`src/rtl/mem_arbiter.sv`:
```
// mem_arbiter
//   Shares one single-port, fixed-latency memory between the instruction-fetch path (if_*)
//   and the load/store path (d_*). One access is in flight at a time; simultaneous requests
//   alternate through a round-robin last-owner flag. Read data and a one-cycle valid pulse
//   are registered back to the owning side, and cpu_stall holds the CPU until its access
//   completes.
//
// Ports
//   clk, rst              clock; asynchronous active-low reset
//   if_req/if_addr        fetch request and address
//   if_gnt                fetch accepted this cycle (combinational)
//   if_valid/if_rdata     registered fetch completion pulse and instruction word
//   d_req/d_we/d_addr/d_wdata  load/store request
//   d_gnt                 data request accepted this cycle (combinational)
//   d_valid/d_rdata       registered completion pulse; load data, 0 for stores
//   mem_en/mem_we/mem_addr/mem_wdata  memory strobe and command (combinational)
//   mem_rdata             memory read data, valid MEM_LATENCY cycles after mem_en
//   busy                  an access is in flight
//   cpu_stall             a request is outstanding and not completing this cycle
module mem_arbiter #(
  parameter int unsigned ADDR_WIDTH  = 32,
  parameter int unsigned DATA_WIDTH  = 32,
  parameter int unsigned MEM_LATENCY = 2
) (
  input  logic                  clk,
  input  logic                  rst,

  input  logic                  if_req,
  input  logic [ADDR_WIDTH-1:0] if_addr,
  output logic                  if_gnt,
  output logic                  if_valid,
  output logic [DATA_WIDTH-1:0] if_rdata,

  input  logic                  d_req,
  input  logic                  d_we,
  input  logic [ADDR_WIDTH-1:0] d_addr,
  input  logic [DATA_WIDTH-1:0] d_wdata,
  output logic                  d_gnt,
  output logic                  d_valid,
  output logic [DATA_WIDTH-1:0] d_rdata,

  output logic                  mem_en,
  output logic                  mem_we,
  output logic [ADDR_WIDTH-1:0] mem_addr,
  output logic [DATA_WIDTH-1:0] mem_wdata,
  input  logic [DATA_WIDTH-1:0] mem_rdata,

  output logic                  busy,
  output logic                  cpu_stall
);

  typedef enum logic [1:0] {
    StIdle,
    StWait,
    StResp
  } state_e;

  localparam logic [3:0] CntInit  = 4'(MEM_LATENCY - 1);
  // With a single-cycle memory the data is already valid in the cycle after the grant.
  localparam bit         SkipWait = (MEM_LATENCY <= 1);

  state_e                state_q, state_d;
  logic [3:0]            cnt_q, cnt_d;
  logic                  owner_q, owner_d;            // 1 = data side owns the access
  logic                  owner_we_q, owner_we_d;      // owning access is a store
  logic                  last_owner_q, last_owner_d;  // 1 = data side was granted last
  logic                  if_valid_q, if_valid_d;
  logic                  d_valid_q, d_valid_d;
  logic [DATA_WIDTH-1:0] if_rdata_q, if_rdata_d;
  logic [DATA_WIDTH-1:0] d_rdata_q, d_rdata_d;

  logic idle;
  logic grant_if;
  logic grant_d;

  // Reset also masks the combinational outputs so every output reads 0 while rst is low,
  // even with requests held high.
  assign idle     = (state_q == StIdle) && rst;
  assign grant_if = idle && if_req && (!d_req || last_owner_q);
  assign grant_d  = idle && d_req && (!if_req || !last_owner_q);

  assign if_gnt    = grant_if;
  assign d_gnt     = grant_d;
  assign mem_en    = grant_if || grant_d;
  assign mem_we    = grant_d && d_we;
  assign mem_addr  = grant_d ? d_addr : (grant_if ? if_addr : '0);
  assign mem_wdata = grant_d ? d_wdata : '0;

  assign busy      = (state_q != StIdle);
  assign cpu_stall = rst && ((if_req && !if_valid_q) || (d_req && !d_valid_q));

  assign if_valid  = if_valid_q;
  assign if_rdata  = if_rdata_q;
  assign d_valid   = d_valid_q;
  assign d_rdata   = d_rdata_q;

  always_comb begin
    state_d      = state_q;
    cnt_d        = cnt_q;
    owner_d      = owner_q;
    owner_we_d   = owner_we_q;
    last_owner_d = last_owner_q;
    if_valid_d   = 1'b0;
    d_valid_d    = 1'b0;
    if_rdata_d   = if_rdata_q;
    d_rdata_d    = d_rdata_q;

    unique case (state_q)
      StIdle: begin
        if (grant_if || grant_d) begin
          owner_d      = grant_d;
          last_owner_d = grant_d;
          owner_we_d   = grant_d && d_we;
          cnt_d        = CntInit;
          state_d      = SkipWait ? StResp : StWait;
        end
      end
      StWait: begin
        cnt_d = cnt_q - 4'd1;
        if (cnt_q <= 4'd1) begin
          state_d = StResp;
        end
      end
      StResp: begin
        // mem_rdata is valid in this cycle; the pulse appears in the following IDLE cycle.
        state_d = StIdle;
        cnt_d   = 4'd0;
        if (owner_q) begin
          d_valid_d = 1'b1;
          d_rdata_d = owner_we_q ? '0 : mem_rdata;
        end else begin
          if_valid_d = 1'b1;
          if_rdata_d = mem_rdata;
        end
      end
      default: begin
        state_d = StIdle;
      end
    endcase
  end

  always_ff @(posedge clk or negedge rst) begin
    if (!rst) begin
      state_q      <= StIdle;
      cnt_q        <= 4'd0;
      owner_q      <= 1'b0;
      owner_we_q   <= 1'b0;
      last_owner_q <= 1'b1;  // first tie goes to fetch
      if_valid_q   <= 1'b0;
      d_valid_q    <= 1'b0;
      if_rdata_q   <= '0;
      d_rdata_q    <= '0;
    end else begin
      state_q      <= state_d;
      cnt_q        <= cnt_d;
      owner_q      <= owner_d;
      owner_we_q   <= owner_we_d;
      last_owner_q <= last_owner_d;
      if_valid_q   <= if_valid_d;
      d_valid_q    <= d_valid_d;
      if_rdata_q   <= if_rdata_d;
      d_rdata_q    <= d_rdata_d;
    end
  end

endmodule
```
`config.mk`:
```
export PLATFORM = sky130hd
export DESIGN_NAME = mem_arbiter
export DESIGN_NICKNAME = d
export VERILOG_FILES = /design/src/rtl/mem_arbiter.sv
export SDC_FILE = /design/constraint.sdc
export NUM_CORES = 1
export LEC_CHECK = 0
export BUFFER_PORTS_ARGS = -buffer_cell sky130_fd_sc_hd__buf_4
export CAP_MARGIN = 15
export CELL_PAD_IN_SITES_DETAIL_PLACEMENT = 1
export CELL_PAD_IN_SITES_GLOBAL_PLACEMENT = 2
export CORE_MARGIN = 10
export CORE_UTILIZATION = 24
export DETAILED_ROUTE_END_ITERATION = 6
export PLACE_DENSITY = 0.88
export SYNTH_ARGS = -nofsm -noshare
export SYNTH_HDL_FRONTEND = slang
export SYNTH_SLANG_ARGS = --single-unit
```
`constraint.sdc`:
```
create_clock -name clk -period 2.7 [get_ports clk]
set_clock_uncertainty 0.15 [all_clocks]
set_input_delay 0.135 -clock clk [delete_from_list [all_inputs] [get_ports clk]]
set_output_delay 0.135 -clock clk [all_outputs]
set_load 0.02 [all_outputs]
```
==> run metrics, run 1 <==
Hold Path Class=input port to async pin; largest net degree at the start of global routing=69; drt drc=0; Synthesis Warnings=0; antenna violations before repair=0; Pint=4.01 mW; Synth cell types=29; Ports=269; Ant. Diodes=0; switching share of power=40.2%; status=complete, no violations; switching power=2.69 mW; CP Cell Sequence=inv_1 > ha_2 > nand3_1 > a21oi_4 > buf_12 > a22o_1 > buf_4; Nets=779; WL per Instance=19.7 µm; H-tree lvl count=3; post-synthesis compound-gate area fraction=15.9%; total track usage=15.0%; Post-Route WL=16.3 mm; FMAX=409 MHz; Final Wtd Congestion=0.911; crit path max-delay cell type=dfrtp_1; dpl cell area=5910 µm²; CP Launch Type=flip-flop; top-area cell type share of the netlist area=50.2%; Post-CTS Setup Inserts=0; top post-synthesis cells by area=dfrtp_1 50%, mux2_2 10%, a22o_1 8.1%; Clock Sinks=75; Clock Tree Root=clkbuf_16; setup_tns=0 ns; critical path's largest stage delay=0.43 ns; Syn Std Cell Area=3690 µm²; Die Width=144 µm; Final Power=6.70 mW; Crit Path Max Fanout=68; final hold slack=0.168 ns; TritonCTS buffer count=9; EDFF count, synth=0; first-pass GRT wire length=24.2 mm; Worst Setup End Kind=output pin; post-synthesis xor/xnor area fraction=0%; multiplexer share of the synthesized area=10.4%; worst slew pin tran=0.638 ns; Syn Inst Count=342; sequential power share=30.2%; CTS tree=built; FP Rows=45; First-pass DRT Iterations=4; crit share post-route=90.5%; peak supply drop=0.461 mV; Post-Synth Adder-Cell Area=2.71%; crit path DAT=2.16 ns; Max-Cap Viols=0; power share of the clock group=17.0%; most numerous cell in the Yosys netlist=dfrtp_1; Hold Fails Final Rpt=0; die area=20,700 µm²; register bit total from synthesis=75; drt via density=4.43; RSZ-0062 raised after global routing=false; maximum clock path buffer count=2; initial DRC count=133; Post-DP HPWL=12.6 mm; fraction of registers with async set/reset=100%; PwrDens=1030 nW/µm²; Synth Area in Simple Gates=15.8%; setup violators final=0; clk_lat worst skew=0.34 ns; Slew Limit Headroom=57.3%; Seq/Total Area, Yosys=50.9%; effective utilization at floorplan=24.4%; Finished Layout Cells=830; Vias=3,676; fin area=6530 µm²; CTS clock-pin slew for the worst setup and hold paths=0.06 ns; placed insts=781; dominant cell type by area after synthesis=dfrtp_1; Comb pwr share=52.8%; Leak=3.34 nW; Port Buf Inserts=268; Max Slew Vio Count=0; main combinational cell family by area after synthesis=compound AO/OA/AOI/OAI gates; CP Class=flip-flop to output pin; required time worst endpoint=2.41 ns; Primary FF master, synth=dfrtp_1; Die H=144 µm; Syn Area/Cell=10.8 µm²; minimum clock period=2.44 ns; number of global-route vias before repair=4,140; syn_nets=483; share of layout cells above drive strength 1=51.7%; P&R area growth vs syn=77.0%; Core Region=15,100 µm²; remaining antenna violation count=0; gr ovfl total=0; Synth top cells by count=74 x dfrtp_1, 35 x nand2_1, 35 x o21ai_0
==> worst max-delay path, delay by kind of cell, from the launching register on <==
kind	cells	cell delay, ns
and+or+nand+nor	1	0.15
DFF	1	0.43
adders and majority gates	1	0.30
buffers and inverters	3	0.54
AOI/OAI and AO/OA	2	0.36
==> final timing paths <==
path | startpoint | to | slack (ns) | depth (start not counted)
setup / recovery | state_q[0]$_DFFE_PN0P_ | mem_addr[10] | 0.26 | 7
hold / removal | rst | last_owner_q$_DFFE_PN1P_ | 0.17 | 2
setup reg to reg | state_q[0]$_DFFE_PN0P_ | d_rdata[23]$_DFFE_PN0P_ | 0.60 | 5
hold reg to reg | owner_we_q$_DFFE_PN0P_ | owner_we_q$_DFFE_PN0P_ | 0.33 | 1
max in group asynchronous | rst | if_rdata[31]$_DFFE_PN0P_ | 1.69 | 3
min in group clk | d_req | last_owner_q$_DFFE_PN1P_ | 0.18 | 3
==> metal layers <==
layer / global-route usage, % / vias up / part of all wire [%]
met5: 0 / - / 0
met4: 3.39 / 0 / 1.2
met3: 5.35 / 13 / 6.5
met2: 27.3 / 114 / 55
met1: 16.3 / 1790 / 37
li1: - / 1759 / -
==> layout by cell type, fill, tap and decap left out, types with 2 or more instances in the layout <==
| cell | netlist | routed |
|---|---|---|
| buf_4 | 2 | 273 |
| dfrtp_1 | 74 | 74 |
| o21ai_0 | 35 | 35 |
| and2_1 | 34 | 34 |
| a22o_1 | 34 | 34 |
| nand2_1 | 35 | 34 |
| mux2_2 | 34 | 34 |
| dlygate4sd3_1 | 0 | 34 |
| nand2b_1 | 33 | 32 |
| inv_1 | 11 | 11 |
| clkbuf_16 | 0 | 9 |
| ha_1 | 8 | 7 |
| a21o_1 | 3 | 3 |
| clkbuf_8 | 0 | 3 |
| nor2_1 | 2 | 2 |
| clkinv_2 | 0 | 2 |
| buf_12 | 0 | 2 |
==> sequential cells by signal, indices dropped and copies added, names as in the netlist <==
signal and flops:
if_valid 1, owner_q 1, d_rdata 32, if_rdata 32
state_q 2, cnt_q 4, owner_we_q 1, last_owner_q 1
d_valid 1
==> through the flow <==
step	setup WS, ns	utilization [%]
after global placement	0.644	39.0
after floorplan	0.807	-
after CTS	0.146	43.1
final	0.257	43.1
after detailed placement	0.546	39.0
after global routing	0.102	43.1
==> power by group through the flow <==
stage	combinational (mW)	clock, mW	sequential (mW)
CTS	3.59	1.18	2.02
detailed placement	3.53	0	2.04
global route	3.85	1.22	2.10
floorplan	1.35	0	2.58
global placement	3.44	0	1.99
finish	3.54	1.14	2.02
==> cell families after synthesis <==
family	Yosys count
mux	34
buf+inv	35
fa+ha+maj	8
simple gates	108
compound gates	82
flops	75
==> layout make-up <==
cell class	instances	area, µm²
Fill cell	1705	8610
Timing Repair Buffer	309	2430
Sequential cell	75	1880
Multi-Input combinational cell	232	1670
Clock buffer	13	270
Tap cell	188	235
Inverter	11	41.3
Clock inverter	2	10.0
==> timing repair <==
| item | CTS | global route |
|---|---|---|
| endpoints found under the setup margin | 0 | 7 |
| hold buffers | 34 | 0 |
| resized for setup | 0 | 1 |
| endpoints found under the hold margin | 140 | 0 |
Note: power is estimated with default switching activity, not from simulation.
==> run 2, diff against run 1 <==
--- a/config.mk
+++ b/config.mk
@@ -12,7 +12,8 @@
 export CORE_MARGIN = 10
 export CORE_UTILIZATION = 24
 export DETAILED_ROUTE_END_ITERATION = 6
-export PLACE_DENSITY = 0.88
+export PLACE_DENSITY_LB_ADDON = 0.1
+export REMOVE_ABC_BUFFERS = 1
 export SYNTH_ARGS = -nofsm -noshare
 export SYNTH_HDL_FRONTEND = slang
 export SYNTH_SLANG_ARGS = --single-unit
==> run metrics, run 2 (synthesis results as in run 1) <==
Hold Path Class=input port to flip-flop; Worst Setup End Kind=output pin; antenna violations before repair=0 (unchanged); pre-CTS setup slack=0.543 ns (-0.00284 ns); effective utilization at floorplan=24.4% (unchanged); Post-Route WL=16.9 mm (+3.2%); Critical Path End=mem_we; Die H=144 µm (unchanged); FF/Latch Area=1880 µm² (unchanged); status=complete, no violations; minimum clock period=2.49 ns (+0.0486 ns); Final Wtd Congestion=0.801 (-12%); Ports=269 (unchanged); FP Rows=45 (unchanged); CP Launch Point=state_q[0]$_DFFE_PN0P_; gr ovfl total=0 (unchanged); CP Class=flip-flop to output pin; CTS clock-pin slew for the worst setup and hold paths=0.06 ns (about the same); P&R area growth vs syn=78.5%; Max Slew Vio Count=0 (unchanged); worst slew pin tran=0.933 ns (+0.295 ns); FMAX=401 MHz (-1.9%); peak supply drop=0.377 mV (-18%); Buffers & Inverters on Critical Path=3 (unchanged); switching share of power=38.6% (-1.6 points); Comb pwr share=50.9% (-1.9 points); crit share post-route=92.3% (+1.8 points); Fill cells=1,697 (-0.47%); Hold Fails Final Rpt=0 (unchanged); most common library cell in the layout ignoring fill and taps=buf_4; FF-to-FF Start=state_q[0]$_DFFE_PN0P_; crit path DAT=2.21 ns (+0.05 ns); Core Region=15,100 µm² (unchanged); Crit Path Max Fanout=68 (unchanged); H-tree lvl count=3 (unchanged); post-cts resize count=0 (unchanged); required time worst endpoint=2.41 ns (about the same); Clock Sinks=75 (unchanged); most frequent cells in the layout=271 x buf_4, 74 x dfrtp_1, 35 x o21ai_0; setup_tns=0 ns (unchanged); clk_lat worst skew=0.33 ns (about the same); sequential power share=29.2% (-1.0 points); critical path depth=7 (unchanged); CTS tree=built; Die Width=144 µm (unchanged); Vias=3,678 (+0.054%); Reg-to-Reg End=owner_we_q$_DFFE_PN0P_; Clock Tree Root=clkbuf_16; drt via density=4.44 (+0.18%); switching power=2.67 mW (-0.91%); number of global-route vias before repair=4,256 (+2.8%); CP Launch Type=flip-flop; Ant. Diodes=0 (unchanged); area of the multi-input gates=1670 µm² (-0.15%); top cell family by delay on the critical path=buffers and inverters; die area=20,700 µm² (unchanged); R2R setup slack=0.66 ns (+0.06 ns); Leak=3.37 nW (+0.80%); Pint=4.24 mW (+5.8%); drt drc=0 (unchanged); setup violators final=0 (unchanged); total track usage=16.0% (+1.0 points); Slew Limit Headroom=37.8% (-20 points); maximum clock path buffer count=2 (unchanged); Nets=777 (-0.26%); largest net degree at the start of global routing=73 (+5.8%); TritonCTS buffer count=9 (unchanged); RSZ-0062 raised after global routing=false; initial DRC count=108 (-19%); power share of the clock group=19.9% (+2.9 points); CP Cell Sequence=inv_1 > ha_1 > nand3_1 > a21oi_4 > buf_12 > and2_1 > buf_4; remaining antenna violation count=0 (unchanged); share of layout cells above drive strength 1=51.6% (-0.075 points); critical path's largest stage delay=0.42 ns (about the same); crit path max-delay cell type=dfrtp_1; R2R depth=7 (+2); first-pass GRT wire length=25.3 mm (+4.7%); Port Buf Inserts=268 (unchanged); WL per Instance=20.3 µm (+3.3%); Max-Cap Viols=0 (unchanged); First-pass DRT Iterations=4 (unchanged); PwrDens=1050 nW/µm² (+2.3%); post-route worst setup slack=0.208 ns (-0.0486 ns); Post-DP HPWL=13.8 mm (+9.6%)
==> run 2: cell types whose count changed in the layout (fill, tap and decap cells not counted) <==
| cell | change |
|---|---|
| ha_2 | -1 |
| clkbuf_8 | -2 |
| buf_4 | -2 |
| buf_12 | +1 |
| bufinv_16 | +3 |
| ha_1 | +1 |
| dlygate4sd3_1 | -1 |
==> run 2: worst register-to-register path: cells and delay by family (launching register included) <==
kind	cells	cell delay, ns
adder cells (fa/ha/maj)	1	0.33
buffers and inverters	2	0.39
AND/OR/NAND/NOR	2	0.41
flip-flops	1	0.42
AO/OA/AOI/OAI	2	0.27
==> run 2: timing repair <==
| item | 4_1_cts | 5_1_grt |
|---|---|---|
| buffers inserted | 0 | 0 |
| endpoints found under the hold margin | 67 | 0 |
| hold buffers | 33 | 0 |
| endpoints found under the setup margin | 0 | 0 |
==> run 2: power by group through the flow <==
stage	combinational, mW	clock [mW]	sequential, mW
after floorplan	1.27	0	2.59
after global placement	3.50	0	2.01
after detailed placement	3.56	0	2.04
after CTS	3.61	1.43	2.03
after global routing	3.83	1.47	2.10
final	3.52	1.38	2.02
==> run 2: metrics by stage <==
step                      total power, mW  area, µm²  instances  util, %  hold slack, ns
final                                6.91       6590        829     43.5          0.0369
after global routing                 7.40       6590        829     43.5          0.0428
after CTS                            7.06       6590        829     43.5          0.0378
after detailed placement             5.61       5910        780     39.1          -0.180
after global placement               5.51       5910        780     39.1          -0.185
after floorplan                      3.87       3570        318        -          -0.311
==> run 2: final cells by class <==
class                      count  share of cell area (%)
clock inverter                 5                    1.52
sequential                    75                    28.5
tap                          188                    3.57
multi-input combinational    232                    25.3
timing repair buffer         307                    36.8
inverter                      11                   0.627
clock buffer                  11                    3.68
==> run 2: routing by layer <==
layer	track usage [%]	vias up	wire length, µm
met1	16.6	1744	6090
li1	-	1761	-
met4	3.82	0	159
met3	7.25	7	1780
met5	0	-	0
met2	28.8	166	8830
==> run 2: how the worst min path moves through the flow <==
stage | start | end | slack (ns) | cells past startpoint
2_1_floorplan | rst | cnt_q[0]$_DFFE_PN0P_ | -0.31 | 0
6_report | d_we | owner_we_q$_DFFE_PN0P_ | 0.04 | 3
3_5_place_dp | rst | state_q[1]$_DFFE_PN0P_ | -0.18 | 1
5_1_grt | d_we | owner_we_q$_DFFE_PN0P_ | 0.04 | 3
4_1_cts | d_we | owner_we_q$_DFFE_PN0P_ | 0.04 | 3
3_3_place_gp | rst | state_q[0]$_DFFE_PN0P_ | -0.19 | 1
==> run 3, diff against run 2 <==
--- a/config.mk
+++ b/config.mk
@@ -10,7 +10,8 @@
 export CELL_PAD_IN_SITES_DETAIL_PLACEMENT = 1
 export CELL_PAD_IN_SITES_GLOBAL_PLACEMENT = 2
 export CORE_MARGIN = 10
-export CORE_UTILIZATION = 24
+export CORE_UTILIZATION = 25
+export CTS_BUF_LIST = sky130_fd_sc_hd__clkbuf_4 sky130_fd_sc_hd__clkbuf_8
 export DETAILED_ROUTE_END_ITERATION = 6
 export PLACE_DENSITY_LB_ADDON = 0.1
 export REMOVE_ABC_BUFFERS = 1
==> run metrics, run 3 (synthesis results as in run 1) <==
Die Width=141 µm (-1.7%); power share of the clock group=14.1% (-5.8 points); post-route worst setup slack=0.242 ns (+0.0340 ns); Worst Setup End Kind=output pin; Max-Cap Viols=0 (unchanged); total track usage=15.0% (-0.96 points); Nets=777 (unchanged); Post-CTS Setup Inserts=0 (unchanged); H-tree lvl count=3 (unchanged); Clock Tree Root=clkbuf_8; Hold Fails Final Rpt=0 (unchanged); antenna violations before repair=0 (unchanged); die area=20,000 µm² (-3.4%); Hold Path Class=input port to async pin; setup violators final=0 (unchanged); Ports=269 (unchanged); Final Power=6.41 mW (-7.2%); Slew Limit Headroom=34.0% (-3.8 points); status=complete, no violations; Critical Path End=mem_addr[12]; Core Region=14,500 µm² (-4.4%); PwrDens=994 nW/µm² (-5.3%); Post-Route WL=15.9 mm (-5.9%); required time worst endpoint=2.41 ns (about the same); Ant. Diodes=0 (unchanged); Comb pwr share=53.8% (+2.9 points); first-pass GRT wire length=23.9 mm (-5.3%); TritonCTS buffer count=9 (unchanged); FF-to-FF Start=state_q[0]$_DFFE_PN0P_; clk_lat worst skew=0.34 ns (about the same); peak supply drop=0.260 mV (-31%); R2R setup slack=0.76 ns (+0.10 ns); Die H=141 µm (-1.7%); share of layout cells above drive strength 1=51.8% (+0.16 points); initial DRC count=74 (-31%); FMAX=407 MHz (+1.4%); CP Launch Type=flip-flop; Leak=3.30 nW (-1.8%); effective utilization at floorplan=25.5% (+1.1 points); crit path DAT=2.17 ns (-0.04 ns); RSZ-0062 raised after global routing=false; Final Wtd Congestion=0.788 (-1.6%); largest net degree at the start of global routing=69 (-5.5%); Reg-to-Reg End=owner_we_q$_DFFE_PN0P_; Pint=3.80 mW (-10%); CP Launch Point=state_q[0]$_DFFE_PN0P_; CTS tree=built; FP Rows=44 (-2.2%); gr ovfl total=0 (unchanged); Post-DP HPWL=12.8 mm (-7.1%); number of global-route vias before repair=4,063 (-4.5%); worst slew pin tran=0.991 ns (+0.0577 ns); Clock Sinks=75 (unchanged); Max Slew Vio Count=0 (unchanged); maximum clock path buffer count=2 (unchanged); CP Class=flip-flop to output pin; pre-CTS setup slack=0.510 ns (-0.0337 ns); drt via density=4.40 (-0.80%); switching share of power=40.8% (+2.2 points); R2R depth=7 (unchanged); most common library cell in the layout ignoring fill and taps=buf_4; remaining antenna violation count=0 (unchanged); Crit Path Max Fanout=68 (unchanged); crit share post-route=91.0% (-1.3 points); P&R area growth vs syn=74.9%; drt drc=0 (unchanged); Port Buf Inserts=268 (unchanged); final hold slack=0.0953 ns (+0.0584 ns); Vias=3,631 (-1.3%); First-pass DRT Iterations=4 (unchanged); WL per Instance=19.2 µm (-5.4%); most frequent cells in the layout=270 x buf_4, 74 x dfrtp_1, 35 x o21ai_0; minimum clock period=2.46 ns (-0.0340 ns); switching power=2.61 mW (-2.0%); CTS clock-pin slew for the worst setup and hold paths=0.08 ns (+0.02 ns); sequential power share=32.0% (+2.8 points)
run 3: critical path, stage by stage, from the launching register on:
cell and delay [ns]:
dfrtp_1 0.43, inv_1 0.13, ha_2 0.28, nand3_1 0.14, a21oi_4 0.17, buf_12 0.25, a22o_1 0.22, buf_4 0.16
run 3: worst min path at each step:
stage                                          to  from  cells after the start
after detailed placement   d_rdata[5]$_DFFE_PN0P_   rst                      1
after global routing      if_rdata[5]$_DFFE_PN0P_   rst                      2
final                      d_rdata[5]$_DFFE_PN0P_   rst                      2
after CTS                  d_rdata[5]$_DFFE_PN0P_   rst                      2
after global placement     d_rdata[5]$_DFFE_PN0P_   rst                      1
after floorplan              cnt_q[0]$_DFFE_PN0P_   rst                      0
run 3: final cells by class:
cell class                      count  area (µm²)
Fill cell                        1667        8030
Tap cell                          184         230
Clock inverter                      4        48.8
Timing Repair Buffer              307        2430
Sequential cell                    75        1880
Multi-Input combinational cell    232        1670
Inverter                           11        41.3
Clock buffer                       12         159
run 3: stage by stage:
stage          TNS [ns]  std cells  util [%]  area [µm²]
2_1_floorplan    -11.57        318         -        3570
3_3_place_gp          0        775      40.8        5900
3_5_place_dp          0        775      40.8        5900
4_1_cts               0        825      44.5        6450
5_1_grt               0        825      44.6        6450
6_report              0        825      44.6        6450
run 3: power by group through the flow:
stage	logic (mW)	registers, mW	clock network, mW
final	3.45	2.05	0.905
after detailed placement	3.48	2.09	0
after global routing	3.74	2.14	0.995
after CTS	3.54	2.07	0.944
after global placement	3.43	2.05	0
after floorplan	1.27	2.59	0
run 3: what timing repair did:
item | CTS | global route
resized for setup | 0 | 1
hold buffers | 34 | 0
endpoints found under the hold margin | 86 | 0
setup endpoints to repair | 0 | 1
run 3: layer usage:
| metal | GRT usage [%] | vias to the layer above | wire [µm] |
|---|---|---|---|
| met5 | 0 | - | 0 |
| met4 | 4.30 | 0 | 234 |
| met3 | 6.84 | 11 | 1640 |
| met2 | 26.6 | 162 | 8130 |
| met1 | 15.7 | 1700 | 5870 |
| li1 | - | 1758 | - |
